--- config.mk ---
export PLATFORM = sky130hd
export DESIGN_NAME = run_controller
export DESIGN_NICKNAME = d
export VERILOG_FILES = /design/src/rtl/run_controller.sv
export SDC_FILE = /design/constraint.sdc
export NUM_CORES = 1
export LEC_CHECK = 0
export ABC_AREA = 1
export CORE_ASPECT_RATIO = 1.5
export CORE_MARGIN = 2
export CORE_UTILIZATION = 30
export CTS_CLUSTER_DIAMETER = 200
export CTS_CLUSTER_SIZE = 28
export DETAILED_ROUTE_END_ITERATION = 12
export GPL_TIMING_DRIVEN = 0
export PLACE_DENSITY_LB_ADDON = 0.15
export SYNTH_ARGS = -nofsm -noshare
export SYNTH_HDL_FRONTEND = slang
export SYNTH_SLANG_ARGS = --single-unit
--- constraint.sdc ---
create_clock -name clock -period 3.4 [get_ports clock]
set_input_delay 0.68 -clock clock [delete_from_list [all_inputs] [get_ports clock]]
set_output_delay 0.68 -clock clock [all_outputs]
set_load 0.1 [all_outputs]
--- src/rtl/run_controller.sv ---
// Test-harness run controller: holds the core in reset, then runs it until a
// tohost store, a jump-to-self halt or a cycle budget expires.
// Optional retire counter is enabled by defining RUN_CONTROLLER_INSTRET_EN.
module run_controller #(
  parameter int unsigned     XLEN         = 32,
  parameter int unsigned     RESET_CYCLES = 4,
  parameter int unsigned     MAX_CYCLES   = 800,
  parameter int unsigned     HALT_REPEAT  = 3,
  parameter logic [XLEN-1:0] TOHOST_ADDR  = XLEN'(32'h0000_0FF0)
) (
  input  logic            clock,
  input  logic            reset,
  input  logic [XLEN-1:0] pc,
  input  logic            mem_write,
  input  logic [XLEN-1:0] mem_addr,
  input  logic [XLEN-1:0] mem_wdata,
  output logic            core_reset,
  output logic            running,
  output logic            done,
  output logic            pass,
  output logic            timeout,
  output logic [31:0]     cycle_count
`ifdef RUN_CONTROLLER_INSTRET_EN
  ,
  input  logic            retire,
  output logic [31:0]     instret_count
`endif
);

  typedef enum logic [1:0] {HOLD, RUN, DONE, TIMEOUT} state_t;

  state_t          state;
  logic [7:0]      hold_cnt;
  logic [7:0]      rep_cnt;
  logic [7:0]      rep_next;
  logic [XLEN-1:0] prev_pc;
  logic            prev_valid;
  logic [31:0]     cnt_next;
  logic            tohost_hit;
  logic            halt_hit;
  logic            limit_hit;

  // Every RUN edge counts, including the one that leaves RUN, so the frozen
  // count reflects the cycle in which the terminating event was seen.
  always_comb begin
    tohost_hit = mem_write && (mem_addr == TOHOST_ADDR);
    rep_next   = (prev_valid && (pc == prev_pc)) ? rep_cnt + 8'd1 : '0;
    halt_hit   = (rep_next == 8'(HALT_REPEAT));
    cnt_next   = (cycle_count == '1) ? cycle_count : cycle_count + 32'd1;
    limit_hit  = (cnt_next == 32'(MAX_CYCLES));
  end

  always_ff @(posedge clock or posedge reset) begin
    if (reset) begin
      state       <= HOLD;
      hold_cnt    <= '0;
      rep_cnt     <= '0;
      prev_pc     <= '0;
      prev_valid  <= 1'b0;
      core_reset  <= 1'b1;
      running     <= 1'b0;
      done        <= 1'b0;
      pass        <= 1'b0;
      timeout     <= 1'b0;
      cycle_count <= '0;
    end else begin
      case (state)
        HOLD: begin
          if (hold_cnt == 8'(RESET_CYCLES - 1)) begin
            state      <= RUN;
            core_reset <= 1'b0;
            running    <= 1'b1;
          end else begin
            hold_cnt <= hold_cnt + 8'd1;
          end
        end
        RUN: begin
          cycle_count <= cnt_next;
          prev_pc     <= pc;
          prev_valid  <= 1'b1;
          rep_cnt     <= rep_next;
          if (tohost_hit) begin
            state      <= DONE;
            done       <= 1'b1;
            pass       <= (mem_wdata == XLEN'(1));
            core_reset <= 1'b1;
            running    <= 1'b0;
          end else if (halt_hit) begin
            state      <= DONE;
            done       <= 1'b1;
            pass       <= 1'b0;
            core_reset <= 1'b1;
            running    <= 1'b0;
          end else if (limit_hit) begin
            state      <= TIMEOUT;
            timeout    <= 1'b1;
            pass       <= 1'b0;
            core_reset <= 1'b1;
            running    <= 1'b0;
          end
        end
        default: ;
      endcase
    end
  end

`ifdef RUN_CONTROLLER_INSTRET_EN
  always_ff @(posedge clock or posedge reset) begin
    if (reset) begin
      instret_count <= '0;
    end else if (state == RUN && retire && instret_count != '1) begin
      instret_count <= instret_count + 32'd1;
    end
  end
`endif

endmodule

==> results.cfg <==
[status]
run_status = complete, no violations

[routing]
final_antenna_net_count = 0
post_route_drc = 0
routed_via_density = 4.69
via_count = 5404
detail_route.iter0.violations = 248
wl_per_cell_um = 14.8
route.final.wire_length_mm = 17.1
drtPass1Iterations = 4

[floorplan]
floorplan.core_area_um2 = 17800
initial_core_util_pct = 30.2
row_count = 60
fp.dieW_um = 113
floorplan.die.height_um = 168
die_ar_um2 = 19000
num_io_pins = 136

[finish]
finalNetCount = 1032
area_growth_syn_to_layout_pct = 36.0
utilization_of_the_core_after_routing_pct = 41.1
drive_above_1_share_pct = 3.74
final_cell_count_no_fill = 1152
antennaDiodeCount = 0
fillCellCount = 1878

[clocking]
cts.repair.resized = 0
post_cts_hold_buffer_count = 0
worst_setup_hold_path_clk_slew_ns = 0.07
cts_inserted_buffers = 9
clk_latency_ns = 0.36
cts_htree_levels = 3
tritoncts = built
clk_path_buf_depth = 2
tritoncts_num_sinks = 88
cts_setup_buffers = 0
cts_root_buffer = sky130_fd_sc_hd__clkbuf_16

[logic_synthesis]
synth_area_um2 = 5380
post_synth_main_area_contributors = sky130_fd_sc_hd__dfrtp_1, sky130_fd_sc_hd__nand2_1, sky130_fd_sc_hd__inv_1, sky130_fd_sc_hd__nor2_1, sky130_fd_sc_hd__o21ai_0
yosysTopAreaCellShare_pct = 40.5
post_synth_num_cell_types = 36
asyncSetResetFlopFracSynth_pct = 100
synth_largest_area_cell = sky130_fd_sc_hd__dfrtp_1
ys_seq_elements = 88
syn-num-nets = 885
synth_sequential_area_ratio_pct = 41.0
yosysWarnings = 0
netlist_instances = 783
syn_area_per_cell_um2 = 6.87
dominantRegCellSynth = sky130_fd_sc_hd__dfrtp_1
synth_enable_flop_cells = 0

[power_and_ir_drop]
p_sw_mw = 0.538
power.static_leakage_nw = 3.34
powerDensity_nw_per_um2 = 304
vdd_drop_max_v = 0.000169
internal_power_mw = 1.68
power_switching_share_pct = 24.2
power.share.combinational_pct = 8.0
clkPwrFrac_pct = 45.0
pwr-share-seq_pct = 47.1

[sta]
clock.fmax_ghz = 0.344
worst_slew_pin_slew_ns = 1.02
report.final.hold_viol_count = 0
final-setup-viol-count = 0
hold_slack_ns = 0.457
report.final.slew_viol_count = 0
finalWorstPathRequiredPeriod_ns = 2.90
slew_headroom_pct = 31.8
min_period_over_period_pct = 85.4
unrepaired_setup_endpoints_after_global_routing = no
setup_tns_ns = 0
timing.clock.skew_ns = 0.00788

[global_route]
grt.met1_usage_pct = 21.5
number_of_global_route_vias_before_repair = 5349
use_met3_pct = 2.34
grt_max_degree = 53
groute.usage.overall_pct = 18.5
grt.met2_usage_pct = 33.0
busiest_layer = met2
grt_pass1_wl_mm = 27.4
grt_antenna_before_repair = 0
gr_overflow_total = 0

[critical_path]
worst_setup_path_start_kind = register
timing_worst_setup_path_type = register to register
timing.reg2reg.setup_slack_ns = 0.50
timing.critical_path.fanout_max = 7
required_time_reported_for_the_critical_path_endpoint_ns = 3.65
worst_ep_arrival_time_ns = 3.15
endpoint_kind = register

[place]
weighted_congestion_at_the_end_of_routability_driven_global_placement = 0.939
numPlacedInstances = 1136
dp.final_hpwl_mm = 13.4
numPortBuffers = 135

[worst_hold_path]
timing.hold.worst.class = register to register

[flow_run]
timing.max_cap.violations = 0
cell usage in the layout (no fill, tap or decap), drive strengths merged, types with 7 or more instances in the layout:
cell / instances
nand3b: 9
o21ai: 60
nor3: 10
xnor2: 10
nand3: 43
clkbuf: 23
nand2: 267
buf: 7
clkdlybuf4s50: 135
xor2: 18
inv: 103
nand4: 22
nor2: 94
dfrtp: 87
nor4: 13
critical path: stages, from the launching register on:
cell	delay, ns
sky130_fd_sc_hd__dfrtp_1	0.54
sky130_fd_sc_hd__ha_1	0.39
sky130_fd_sc_hd__nand3_1	0.20
sky130_fd_sc_hd__nor2_1	0.42
sky130_fd_sc_hd__inv_1	0.10
sky130_fd_sc_hd__nor2_1	0.19
sky130_fd_sc_hd__nand2_1	0.08
sky130_fd_sc_hd__nand2_1	0.08
sky130_fd_sc_hd__nand4_1	0.08
sky130_fd_sc_hd__nor2_1	0.17
sky130_fd_sc_hd__nand2_1	0.09
sky130_fd_sc_hd__nor2_1	0.16
sky130_fd_sc_hd__nand2_2	0.13
sky130_fd_sc_hd__nand3_1	0.11
sky130_fd_sc_hd__nand2_1	0.06
final timing paths:
kind	startpoint	endpoint	cells after the start
max in group asynchronous	reset	prev_pc[20]	3
min in group asynchronous	reset	prev_pc[17]	2
worst min register to register	prev_valid	prev_valid	2
worst max register to register	cycle_count[0]	pass	14
worst max-delay path	cycle_count[0]	pass	14
worst min-delay path	prev_valid	prev_valid	2
synthesized netlist by cell type, types with 6 or more instances:
library cell,number
sky130_fd_sc_hd__nand2_1,264
sky130_fd_sc_hd__inv_1,100
sky130_fd_sc_hd__nor2_1,89
sky130_fd_sc_hd__dfrtp_1,87
sky130_fd_sc_hd__o21ai_0,60
sky130_fd_sc_hd__nand3_1,42
sky130_fd_sc_hd__nand4_1,22
sky130_fd_sc_hd__xor2_1,18
sky130_fd_sc_hd__clkbuf_1,13
sky130_fd_sc_hd__nor4_1,13
sky130_fd_sc_hd__nor3_1,10
sky130_fd_sc_hd__xnor2_1,10
sky130_fd_sc_hd__nand3b_1,9
sky130_fd_sc_hd__a41oi_1,6
power by group through the flow:
| stage | combinational, mW | clock, mW | sequential (mW) |
|---|---|---|---|
| floorplan | 0.0449 | 0 | 1.07 |
| global placement | 0.177 | 0 | 1.07 |
| detailed placement | 0.180 | 0 | 1.07 |
| CTS | 0.181 | 1.03 | 1.05 |
| global route | 0.196 | 1.07 | 1.05 |
| finish | 0.177 | 0.999 | 1.05 |
registers in the layout, indices dropped and copies added (netlist names):
signal,cells
done,1
state,2
hold_cnt,8
rep_cnt,8
prev_pc,32
pass,1
prev_valid,1
cycle_count,32
running,1
core_reset,1
timeout,1
cell families after synthesis:
kind of cell               count (synthesis)  share of synthesized area, %
AOI/OAI and AO/OA                         78                          8.07
xor gates and xnor gates                  28                          4.56
adders and majority gates                  3                         0.698
buffers and inverters                    120                          8.56
DFF                                       88                          41.0
and+or+nand+nor                          466                          37.2
stage by stage:
stage	instance area [µm²]	power, mW	setup slack, ns
floorplan	5380	1.11	0.443
global placement	7000	1.24	-1.22
CTS	7310	2.25	0.525
detailed placement	7030	1.25	0.322
finish	7310	2.22	0.496
global route	7310	2.31	0.303
area by class of cell:
class	count	area, µm²	share of cell area [%]
buffer	19	81.3	1.11
clock buffer	10	239	3.27
clock inverter	6	50.0	0.684
inverter	101	382	5.22
multi-input combinational	575	2720	37.1
sequential	88	2200	30.1
tap	217	272	3.71
timing repair buffer	136	1370	18.7
metal layers:
layer  vias up  share of wire, %
met1      2466                41
met4         0               3.9
met2       108                52
met3        37               3.0
met5         -                 0
li1       2793                 -
Note: power is estimated with default switching activity, not from simulation.
